**src/rtl/riscv_pkg.sv**
```systemverilog
// Shared ALU operation codes and result-select encodings for the execute pipeline.
package riscv_pkg;

  localparam int XLEN = 32;

  typedef enum logic [3:0] {
    ALU_ADD  = 4'd0,
    ALU_SUB  = 4'd1,
    ALU_SLL  = 4'd2,
    ALU_SLT  = 4'd3,
    ALU_SLTU = 4'd4,
    ALU_XOR  = 4'd5,
    ALU_SRL  = 4'd6,
    ALU_SRA  = 4'd7,
    ALU_OR   = 4'd8,
    ALU_AND  = 4'd9,
    ALU_BEQ  = 4'd10,
    ALU_BNE  = 4'd11,
    ALU_BLT  = 4'd12,
    ALU_BGE  = 4'd13,
    ALU_BLTU = 4'd14,
    ALU_BGEU = 4'd15
  } alu_op_e;

  // Selects what the EX stage hands to MEM as its result.
  typedef enum logic [1:0] {
    RES_ALU = 2'b00,
    RES_MEM = 2'b01,
    RES_PC4 = 2'b10,
    RES_IMM = 2'b11
  } res_sel_e;

endpackage

```
**src/rtl/alu.sv**
```systemverilog
// Combinational ALU: arithmetic/logic ops produce result; branch ops produce cmp_true with result 0.
module alu
  import riscv_pkg::*;
(
  input  logic [XLEN-1:0] a,
  input  logic [XLEN-1:0] b,
  input  logic [3:0]      alu_ctrl,
  output logic [XLEN-1:0] result,
  output logic            cmp_true
);

  logic [4:0] shamt;
  logic       lt_s;
  logic       lt_u;

  assign shamt = b[4:0];
  assign lt_s  = $signed(a) < $signed(b);
  assign lt_u  = a < b;

  always_comb begin
    result   = '0;
    cmp_true = 1'b0;
    case (alu_op_e'(alu_ctrl))
      ALU_ADD:  result = a + b;
      ALU_SUB:  result = a - b;
      ALU_SLL:  result = a << shamt;
      ALU_SLT:  result = {31'b0, lt_s};
      ALU_SLTU: result = {31'b0, lt_u};
      ALU_XOR:  result = a ^ b;
      ALU_SRL:  result = a >> shamt;
      ALU_SRA:  result = $unsigned($signed(a) >>> shamt);
      ALU_OR:   result = a | b;
      ALU_AND:  result = a & b;
      ALU_BEQ:  cmp_true = (a == b);
      ALU_BNE:  cmp_true = (a != b);
      ALU_BLT:  cmp_true = lt_s;
      ALU_BGE:  cmp_true = ~lt_s;
      ALU_BLTU: cmp_true = lt_u;
      ALU_BGEU: cmp_true = ~lt_u;
      default:  result = '0;
    endcase
  end

endmodule

```
**src/rtl/ex_stage.sv**
```systemverilog
// Execute stage: operand forwarding, ALU, control-flow redirect and the EX/MEM register.
// Define EX_FORWARD_EN to forward MEM/WB results into rs1/rs2 (matched on rs1_raddr_EX/rs2_raddr_EX).
module ex_stage
  import riscv_pkg::*;
(
  input  logic            clk,
  input  logic            rst,
  input  logic [XLEN-1:0] PC_EX,
  input  logic [XLEN-1:0] imm_EX,
  input  logic [XLEN-1:0] rs1_rdata_EX,
  input  logic [XLEN-1:0] rs2_rdata_EX,
  input  logic [4:0]      rs1_raddr_EX,
  input  logic [4:0]      rs2_raddr_EX,
  input  logic [4:0]      rd_waddr_EX,
  input  logic            ALU_src_EX,
  input  logic [3:0]      ALU_ctrl_EX,
  input  logic            branch_EX,
  input  logic            MemWrite_EX,
  input  logic            jal_EX,
  input  logic            jalr_EX,
  input  logic            rd_wen_EX,
  input  logic [1:0]      PMAItoReg_EX,
  input  logic            valid_EX,
  input  logic            stall,
  input  logic            flush,
  input  logic [XLEN-1:0] wb_data,
  input  logic [4:0]      wb_rd,
  input  logic            wb_wen,
  output logic [XLEN-1:0] result_MEM,
  output logic [XLEN-1:0] store_data_MEM,
  output logic [4:0]      rd_waddr_MEM,
  output logic [1:0]      PMAItoReg_MEM,
  output logic            MemWrite_MEM,
  output logic            rd_wen_MEM,
  output logic            valid_MEM,
  output logic            pc_redirect,
  output logic [XLEN-1:0] pc_target
);

  logic [XLEN-1:0] result_reg;
  logic [XLEN-1:0] store_data_reg;
  logic [4:0]      rd_waddr_reg;
  logic [1:0]      pmai_reg;
  logic            mem_write_reg;
  logic            rd_wen_reg;
  logic            valid_reg;

  logic [XLEN-1:0] src_rdata [2];
  logic [4:0]      src_raddr [2];
  logic [XLEN-1:0] src_fwd   [2];
  logic [XLEN-1:0] rs1_fwd;
  logic [XLEN-1:0] rs2_fwd;

  assign src_rdata[0] = rs1_rdata_EX;
  assign src_rdata[1] = rs2_rdata_EX;
  assign src_raddr[0] = rs1_raddr_EX;
  assign src_raddr[1] = rs2_raddr_EX;

`ifdef EX_FORWARD_EN
  logic mem_fwd_ok;
  logic wb_fwd_ok;

  // A load in MEM has no data yet, so it is never a forwarding source.
  assign mem_fwd_ok = valid_reg & rd_wen_reg & (rd_waddr_reg != 5'd0) &
                      (pmai_reg != RES_MEM);
  assign wb_fwd_ok  = wb_wen & (wb_rd != 5'd0);

  generate
    for (genvar gi = 0; gi < 2; gi++) begin : g_fwd
      always_comb begin
        src_fwd[gi] = src_rdata[gi];
        if (mem_fwd_ok && (rd_waddr_reg == src_raddr[gi]))
          src_fwd[gi] = result_reg;
        else if (wb_fwd_ok && (wb_rd == src_raddr[gi]))
          src_fwd[gi] = wb_data;
      end
    end
  endgenerate
`else
  logic unused_fwd_inputs;
  assign unused_fwd_inputs = ^{wb_data, wb_rd, wb_wen, src_raddr[0], src_raddr[1]};

  generate
    for (genvar gi = 0; gi < 2; gi++) begin : g_fwd
      assign src_fwd[gi] = src_rdata[gi];
    end
  endgenerate
`endif

  assign rs1_fwd = src_fwd[0];
  assign rs2_fwd = src_fwd[1];

  logic [XLEN-1:0] op_b;
  logic [XLEN-1:0] alu_result;
  logic            cmp_true;
  logic [XLEN-1:0] ex_result;

  assign op_b = ALU_src_EX ? imm_EX : rs2_fwd;

  alu u_alu (
    .a        (rs1_fwd),
    .b        (op_b),
    .alu_ctrl (ALU_ctrl_EX),
    .result   (alu_result),
    .cmp_true (cmp_true)
  );

  always_comb begin
    ex_result = alu_result;
    case (res_sel_e'(PMAItoReg_EX))
      RES_PC4: ex_result = PC_EX + 32'd4;
      RES_IMM: ex_result = imm_EX;
      default: ex_result = alu_result;
    endcase
  end

  assign pc_redirect = valid_EX & ~stall & (jal_EX | jalr_EX | (branch_EX & cmp_true));
  assign pc_target   = jalr_EX ? ((rs1_fwd + imm_EX) & ~32'd1) : (PC_EX + imm_EX);

  // Flush only kills the qualifiers; the data fields are left as they were.
  always_ff @(posedge clk) begin
    if (rst) begin
      result_reg     <= '0;
      store_data_reg <= '0;
      rd_waddr_reg   <= '0;
      pmai_reg       <= '0;
      mem_write_reg  <= 1'b0;
      rd_wen_reg     <= 1'b0;
      valid_reg      <= 1'b0;
    end else if (flush) begin
      mem_write_reg  <= 1'b0;
      rd_wen_reg     <= 1'b0;
      valid_reg      <= 1'b0;
    end else if (!stall) begin
      result_reg     <= ex_result;
      store_data_reg <= rs2_fwd;
      rd_waddr_reg   <= rd_waddr_EX;
      pmai_reg       <= PMAItoReg_EX;
      mem_write_reg  <= MemWrite_EX & valid_EX;
      rd_wen_reg     <= rd_wen_EX & valid_EX;
      valid_reg      <= valid_EX;
    end
  end

  assign result_MEM     = result_reg;
  assign store_data_MEM = store_data_reg;
  assign rd_waddr_MEM   = rd_waddr_reg;
  assign PMAItoReg_MEM  = pmai_reg;
  assign MemWrite_MEM   = mem_write_reg;
  assign rd_wen_MEM     = rd_wen_reg;
  assign valid_MEM      = valid_reg;

endmodule

```
**config.mk**
```make
export PLATFORM = sky130hd
export DESIGN_NAME = ex_stage
export DESIGN_NICKNAME = d
export VERILOG_FILES = /design/src/rtl/riscv_pkg.sv /design/src/rtl/alu.sv /design/src/rtl/ex_stage.sv
export SDC_FILE = /design/constraint.sdc
export NUM_CORES = 1
export LEC_CHECK = 0
export ABC_AREA = 1
export CAP_MARGIN = 0
export CORE_ASPECT_RATIO = 1.5
export CORE_MARGIN = 10
export CORE_UTILIZATION = 61
export CTS_CLUSTER_SIZE = 24
export DETAILED_ROUTE_END_ITERATION = 7
export PLACE_DENSITY_LB_ADDON = 0.08
export SLEW_MARGIN = 15
export SYNTH_ARGS = -nofsm -noshare
export SYNTH_HDL_FRONTEND = slang
export SYNTH_SLANG_ARGS = --single-unit
```
**constraint.sdc**
```tcl
create_clock -name clk -period 6.5 [get_ports clk]
set_clock_uncertainty 0.05 [all_clocks]
set_input_delay 1.3 -clock clk [delete_from_list [all_inputs] [get_ports clk]]
set_output_delay 1.3 -clock clk [all_outputs]
set_load 0.01 [all_outputs]
```
==> metrics.md, run 1 <==
| Metric | Value |
|---|---|
| CTS resizes | 0 |
| Total grt overflow | 32 |
| Total clock sinks | 74 |
| Status | stopped before the end |
| Synthesized flop and latch total | 74 |
| Max clock buf depth | 2 |
| Synthesis warning total | 0 |
| # IOs | 305 |
| Run-stopping error | [ERROR GRT-0116] Global routing finished with congestion. Check the congestion regions in the DRC Viewer. |
| Yosys cell types | 57 |
| Setup bufs post-CTS | 0 |
| Post-Syn Nets | 3854 |
| Port Buf Inserts | 256 |
| Post-DP HPWL | 80580 µm |
| Die height | 233.6 µm |
| Clock root buffer | clkbuf_16 |
| Synth Instances | roughly 3500 |
| Routability congestion estimate | 1.360 |
| CTS buffer count | 9 |
| Number of global-route vias before repair | 27860 |
| Largest net degree at the start of global routing | 67 |
| Cell Area, Synth | 0.01856 mm² |
| Total track usage | ~56% |
| Syn_area_per_cell | 5.316 µm² |
| Die Wd | 162.4 µm |
| Exit stage | 5_1_grt |
| Share of the yosys chip area belonging to registers | 7.983% |
| Initial core utilization | between 60% and 70% |
| Cell row count | 78 |
| H-tree depth reported by CTS | 3 |
| Global-route wire length before repair | ~160000 µm |
| # hold bufs at CTS | 0 |
-- metal layers --
metal  GRT overflow  GRT usage, %
met4             20         56.84
met1              0         53.93
met5              0         3.872
met2             12         79.02
met3              0         35.89
-- through the flow --
stage               utilization, %  std cells  setup WS, ps  hold slack [ps]  cell area [µm²]
floorplan                        -       3491          1297            427.0            18560
global placement             72.88       4158         209.4            391.2            21980
detailed placement           72.88       4158         152.1            408.2            21980
CTS                          73.90       4174         128.6            417.9            22290
-- logic make-up after synthesis --
| family | after synthesis | synth area share (%) |
|---|---|---|
| AOI/OAI and AO/OA | 643 | 19.24 |
| and+or+nand+nor | 2016 | 47.66 |
| adders and majority gates | 165 | 11.29 |
| muxes | 2 | 0.1146 |
| xor gates and xnor gates | 15 | 0.7080 |
| buffers and inverters | 576 | 13.01 |
| DFF | 74 | 7.983 |
-- cell usage after synthesis (all sizes together) --
cell type  instances  area (µm²)
fa                 4       80.08
o21bai            19       142.6
nand2            933        3638
a21o              19       142.6
inv              442        1667
buf               84       558.0
o2111ai            2       17.52
nor3b              1       7.510
a21oi            227        1159
clkinv             3       11.26
or2               32       200.2
dfxtp             74        1481
clkbuf            47       177.7
nor2             349        1340
o21ai            287        1451
mux2               1       11.26
nor3              48       245.2
o211ai            13       97.59
o22ai             20       125.1
o21a               5       37.54
a221oi            12       105.1
a211oi             5       37.54
and2               7       43.79
nand4             55       344.1
nor4              10       62.56
nand3            576        2925
nand3b             5       37.54
o221ai            11       96.34
mux2i              1       10.01
ha               161        2014
xnor2              3       26.28
o31ai              2       15.01
a21boi             7       56.31
xor2              12       105.1
a31oi             14       87.58
==> run 2, diff against run 1 <==
--- a/config.mk
+++ b/config.mk
@@ -7,12 +7,10 @@
 export LEC_CHECK = 0
 export ABC_AREA = 1
 export CAP_MARGIN = 0
-export CORE_ASPECT_RATIO = 1.5
 export CORE_MARGIN = 10
-export CORE_UTILIZATION = 61
-export CTS_CLUSTER_SIZE = 24
+export CORE_UTILIZATION = 40
 export DETAILED_ROUTE_END_ITERATION = 7
-export PLACE_DENSITY_LB_ADDON = 0.08
+export PLACE_DENSITY_LB_ADDON = 0.15
 export SLEW_MARGIN = 15
 export SYNTH_ARGS = -nofsm -noshare
 export SYNTH_HDL_FRONTEND = slang
==> run 2 against run 1 <==
Effect of this change: the run now ends clean; area after synthesis unchanged; synthesized cell count unchanged.
==> metrics.md, run 2 <==
| Metric | Value |
|---|---|
| # IOs | 305 |
| Share of cells above drive strength 1 | 7.230% |
| Worst Path Max Fanout | 7 |
| Most frequent cells after synthesis | 908 x nand2_1, 569 x nand3_1, 430 x inv_1 |
| Synth Instances | 3491 |
| Crit path max-delay cell type | o21ai_0 |
| Cell mode on critical path | nand2_1 |
| Area leader, netlist | nand2_1 |
| Hold path endpoint | valid_MEM$_SDFFE_PP0N_ |
| Largest delay contributor family on the critical path | simple AND/OR/NAND/NOR gates |
| Largest stage delay, worst path | 660 ps |
| Die Wd | 235.4 µm |
| Count leader, synth | nand2_1 |
| Status | finished, final reports clean |
| Cell Area, Synth | 0.01856 mm² |
| Critical path required time | 5150 ps |
| RSZ-0062 raised after global routing | false |
| Crit end category | output port |
| Clk pin slew, worst setup/hold paths | 60 ps |
| Main synth FF type | dfxtp_1 |
| Die height | 235.4 µm |
| Hold WS | 424.6 ps |
| Buf/Inv on CP | 3 |
| Final Hold Viols | 0 |
| First-pass DRT Iterations | 7 |
| Initial antenna violation count | 12 |
| Die footprint | 0.05541 mm² |
| DR WL/cell | 25.43 µm |
| Worst setup SP type | primary input |
| Hold Path Stages | 2 |
| FF-to-FF End | result_MEM[16]$_SDFFE_PP0P_ |
| Crit-path cells | clkdlybuf4s50_1 > o21ai_0 > ha_2 > nor2_1 > nand2_1 > nor2_1 > nand2_1 > inv_1 > nand2_1 > nand2_1 > nand2_1 > nand2_1 > nand2_1 > nand3_2 > nand2_1 > a21oi_1 > clkdlybuf4s50_1 |
| Async SR Flop Fraction | 0% |
| Final setup TNS | 0 ps |
| Finish-stage setup viols | 0 |
| Commonest non-fill, non-tap cell in the layout | nand2_1 |
| Initial core utilization | 40.72% |
| Post-Syn Nets | 3854 |
| Setup WS pre-CTS | 168.5 ps |
| Synth top area cells | nand2_1 18%, nand3_1 15%, ha_1 11%, inv_1 8.7%, dfxtp_1 8.0% |
| Max-cap violations | 0 |
| Global-route wire length before repair | 158400 µm |
| Tightest Pin Transition | 916.2 ps |
| Post-DP HPWL | 94080 µm |
| CTS tree | built |
| Yosys cell types | 57 |
| Setup WS post-layout | 188.6 ps |
| Max clock buf depth | 2 |
| Reg-to-reg critical path startpoint | result_MEM[16]$_SDFFE_PP0P_ |
| Hold Crit Class | reg2reg |
| Layout area overhead | 22.31% |
| Share of the yosys chip area belonging to registers | about 8% |
| Drt total wl | 111700 µm |
| CORE AREA | 0.04558 mm² |
| Largest net degree at the start of global routing | 72 |
| Synthesized flop and latch total | 74 |
| Pwr Density | 143.2 mW/mm² |
| Worst reg-to-reg setup slack | 5680 ps |
| Slew margin rel. | 38.85% |
| Initial drt markers | 3280 |
| CTS buffer count | 9 |
| Pins Over Slew Limit | 0 |
| Placed cell count | 4374 |
| Peak supply drop | 0.1317 mV |
| Cell Count, Final, Fillers Out | 4393 |
| Lkg Pwr | 11.42 nW |
| Total track usage | 37.78% |
| # hold bufs at CTS | 0 |
| Final min period | 6311 ps |
| Crit share post-route | 97.10% |
| Number of global-route vias before repair | 23630 |
| Via density | 5.939 |
| Syn_area_per_cell | 5.316 µm² |
| Clock root buffer | clkbuf_16 |
| Cells on worst reg2reg path | 2 |
| Worst hold start | valid_MEM$_SDFFE_PP0N_ |
| Routability congestion estimate | about 1.1 |
| Total grt overflow | 0 |
| Post-synth EDFFs | 0 |
| Cell row count | 78 |
| Share of the synthesized area in the top cell type | 18.37% |
| Synthesis warning total | 0 |
| Nets | 4148 |
| ANT nets after route | 0 |
| DRC | 0 |
| Clk Latency, worst-skew pair | 340 ps |
| Total clock sinks | 74 |
| Port Buf Inserts | 256 |
| CP arrival | 4960 ps |
| Fmax | 158.4 MHz |
| Vias | 26090 |
| H-tree depth reported by CTS | 3 |
| Commonest non-fill, non-tap cells in the layout | 908 x nand2_1, 568 x nand3_1, 429 x inv_1 |
| Crit Path Class | in2out |
-- run 2: cell counts after synthesis --
Identical to the previous run, type by type.
-- run 2: kinds of logic after synthesis --
family / share of synthesized area (%)
flip-flops: 7.983
adder cells (fa/ha/maj): 11.29
multiplexers: 0.1146
AO/OA/AOI/OAI: 19.24
buffers and inverters: 13.01
AND/OR/NAND/NOR: 47.66
XOR/XNOR: 0.7080
-- run 2: cell type report --
cell class                 instances  area (µm²)
sequential                        74        1481
antenna                            3       7.507
multi-input combinational       2841       14690
inverter                         445        1678
timing repair buffer             414        3759
clock inverter                     5       85.08
fill                            5153       22880
clock buffer                      11       242.7
tap                              600       750.7
-- run 2: worst max path at each step --
stage	start	endpoint	slack, ps	cells past startpoint
floorplan	ALU_src_EX	pc_redirect	1300	25
global placement	imm_EX[9]	pc_redirect	220	21
detailed placement	imm_EX[9]	pc_redirect	170	21
CTS	imm_EX[9]	pc_redirect	160	21
global route	imm_EX[5]	pc_redirect	20	21
finish	rs2_rdata_EX[27]	pc_redirect	190	17
-- run 2: stage by stage --
| step | area, µm² | power, mW | utilization [%] |
|---|---|---|---|
| final | 22700 | 3.250 | 49.80 |
| after global routing | 22690 | 3.423 | 49.79 |
| after CTS | 22680 | 3.177 | 49.76 |
| after detailed placement | 22350 | 2.616 | 49.04 |
| after global placement | 22350 | 2.622 | 49.04 |
| after floorplan | 18560 | 1.699 | - |
-- run 2: worst reg2reg max path: stages, from the launching register on --
cell	delay, ps
dfxtp_1	440
o21ai_0	120
a21oi_1	140
-- run 2: per-layer routing --
layer | GRT usage [%] | wire length [µm] | part of all wire [%] | vias up
met5 | 0 | 141 | 0.13 | -
met4 | 25.35 | 8951 | 8.0 | 20
met3 | 9.081 | 12740 | 11 | 309
met2 | 56.23 | 46190 | 41 | 1650
met1 | 47.49 | 43700 | 39 | 11890
li1 | - | - | - | 12220
-- run 2: repair_timing --
item,in CTS,in global routing
setup buffers,0,0
gates resized for setup,0,4
endpoints found under the setup margin,0,1
-- run 2: power by group --
part / internal [mW] / switching (mW)
clock: 0.350 / 0.207
sequential: 0.484 / 0.0173
combinational: 0.733 / 1.46
total: 1.57 / 1.68
Power figures use the tool's default switching activity.
==> run 3, diff against run 2 <==
--- a/config.mk
+++ b/config.mk
@@ -5,7 +5,7 @@
 export SDC_FILE = /design/constraint.sdc
 export NUM_CORES = 1
 export LEC_CHECK = 0
-export ABC_AREA = 1
+export ABC_AREA = 0
 export CAP_MARGIN = 0
 export CORE_MARGIN = 10
 export CORE_UTILIZATION = 40
==> run 3 against run 2 <==
Effect of this change: cell area down 8.4%; via count down 22%; first-iteration DRC count down 22%; die area down 13%; wire length down 25%; critical endpoint unchanged; largest power group unchanged; highest routed layer is now met4.
==> metrics.md, run 3 <==
| Metric | Value |
|---|---|
| Async SR Flop Fraction | 0% |
| Initial core utilization | 40.34% |
| Lkg Pwr | roughly 9 nW |
| Hold Crit Class | reg2reg |
| Synthesis warning total | 0 |
| Nets | 3071 |
| Hold WS | about 410 ps |
| Largest stage delay, worst path | between 400 and 500 ps |
| Placed cell count | 3217 |
| Max-cap violations | 0 |
| Die Wd | 219.7 µm |
| Status | finished, final reports clean |
| Main synth FF type | dfxtp_1 |
| Core Util, Final | 52.56% |
| Count leader, synth | nand2_1 |
| Tightest Pin Transition | 1229 ps |
| Crit end category | output port |
| Worst Path Max Fanout | 4 |
| Slew margin rel. | around 18% |
| ANT nets after route | 0 |
| Synth Instances | ~2400 |
| Crit share post-route | a little over nine tenths |
| Yosys cell types | 83 |
| CTS tree | built |
| Clock root buffer | clkbuf_16 |
| Crit-path cells | clkdlybuf4s50_1 > mux2i_1 > ha_1 > or2_2 > o21ai_0 > a21oi_1 > o21bai_1 > a21oi_1 > buf_4 > o221ai_2 > xnor2_1 > nand2_1 > a21oi_2 > buf_4 > dlygate4sd2_1 |
| Max clock buf depth | 2 |
| Pins Over Slew Limit | 0 |
| Most frequent cells after synthesis | 305 x nand2_1, 248 x a21oi_1, 227 x nor2_1 |
| Cell row count | between 70 and 80 |
| H-tree depth reported by CTS | 3 |
| Clk Latency, worst-skew pair | 380 ps |
| Setup WS post-layout | 101.4 ps |
| # IOs | 305 |
| Share of the yosys chip area belonging to registers | 9.286% |
| Die footprint | 0.04827 mm² |
| Total track usage | 33.23% |
| Die height | 219.7 µm |
| Initial drt markers | 2571 |
| Drt total wl | 83950 µm |
| Commonest non-fill, non-tap cells in the layout | 305 x nand2_1, 245 x a21oi_1, 240 x clkdlybuf4s50_1 |
| CORE AREA | around 0.040 mm² |
| Global-route wire length before repair | 122400 µm |
| Crit path max-delay cell type | clkdlybuf4s50_1 |
| Syn_area_per_cell | 6.774 µm² |
| Share of the synthesized area in the top cell type | 12.63% |
| Fillers | ~4000 |
| Vias | 20380 |
| Routability congestion estimate | just over 1 |
| Initial antenna violation count | 3 |
| Finish-stage setup viols | 0 |
| Worst setup SP type | primary input |
| Post-Syn Nets | 2718 |
| Setup WS pre-CTS | -508.2 ps |
| Post-synth EDFFs | 0 |
| Crit Path Class | in2out |
| Cell Area, Synth | 0.01595 mm² |
| Via density | 6.284 |
| Largest delay contributor family on the critical path | compound AO/OA/AOI/OAI gates |
| Total clock sinks | 74 |
| Pwr Density | 147.0 mW/mm² |
| Post-DP HPWL | roughly 67000 µm |
| DRC | 0 |
| RSZ-0062 raised after global routing | false |
| Buf/Inv on CP | 4 |
| Layout area overhead | 30.31% |
| Clk pin slew, worst setup/hold paths | 70 ps |
| Final min period | 6399 ps |
| Synth top area cells | ha_1 13%, dfxtp_1 9.3%, mux2i_1 7.9%, a21oi_1 7.8%, nand2_1 7.2% |
| Peak supply drop | 0.09627 mV |
| Port Buf Inserts | 256 |
| CTS buffer count | 9 |
| Number of global-route vias before repair | around 19000 |
| First-pass DRT Iterations | 7 |
| Cell Count, Final, Fillers Out | roughly 3200 |
| CP arrival | 5050 ps |
| Final Hold Viols | 0 |
| Critical path required time | 5150 ps |
| Total grt overflow | 0 |
| Largest net degree at the start of global routing | 75 |
| Commonest non-fill, non-tap cell in the layout | nand2_1 |
| DR WL/cell | 25.89 µm |
| Synthesized flop and latch total | between 70 and 80 |
| Fmax | 156.3 MHz |
| Share of cells above drive strength 1 | 12.35% |
| Area leader, netlist | ha_1 |
[run 3: area by class of cell]
cell class / count / area, µm² / share of cell area (%)
antenna: 5 / 12.51 / 0.06019
clock inverter: 6 / 71.32 / 0.3431
clock buffer: 10 / 239.0 / 1.150
inverter: 113 / 426.7 / 2.052
tap: 525 / 656.9 / 3.160
timing repair buffer: 495 / 4364 / 20.99
multi-input combinational: 2015 / 13540 / 65.11
sequential: 74 / 1481 / 7.127
[run 3: per-stage QoR]
stage	TNS, ps	area (µm²)	power (mW)
floorplan	0	15950	1.587
detailed placement	-977.6	20340	2.426
global route	0	20770	3.213
CTS	0	20720	3.006
global placement	-812.7	20340	2.412
finish	0	20790	3.056
[run 3: metal layers]
metal,GRT usage (%),wire [µm]
met5,0,0
met4,11.16,2706
met3,6.321,8168
met2,49.85,35970
met1,46.58,37100
[run 3: where the power goes]
group / switching [mW] / internal [mW]
clock network: 0.254 / 0.312
registers: 0.0168 / 0.479
logic: 1.17 / 0.820
[run 3: what timing repair did]
action,4_1_cts,5_1_grt
gates resized for setup,15,15
setup endpoints to repair,10,12
pin swaps,6,6
hold buffers,0,0
setup buffers,2,3
[run 3: logic make-up after synthesis]
group	synth area share, %
adder cells (fa/ha/maj)	13.13
XOR/XNOR	4.831
flip-flops	9.286
AO/OA/AOI/OAI	32.92
AND/OR/NAND/NOR	22.00
buffers and inverters	6.706
multiplexers	11.13
[run 3: path summary, 6_finish.rpt]
check                             startpoint                              end  slack, ps  cells past startpoint
min reg2reg  store_data_MEM[13]$_SDFFE_PP0P_  store_data_MEM[13]$_SDFFE_PP0P_        410                      2
min          store_data_MEM[13]$_SDFFE_PP0P_  store_data_MEM[13]$_SDFFE_PP0P_        410                      2
max                               imm_EX[26]                      pc_redirect        100                     15
max reg2reg      result_MEM[31]$_SDFFE_PP0P_      result_MEM[31]$_SDFFE_PP0P_       5510                      4
[run 3: worst reg2reg max path, stage by stage, from the launching register on]
cell and delay [ps]:
dfxtp_1 320, nor2_1 100, nor2_1 70, o2111a_1 180, a31o_1 180
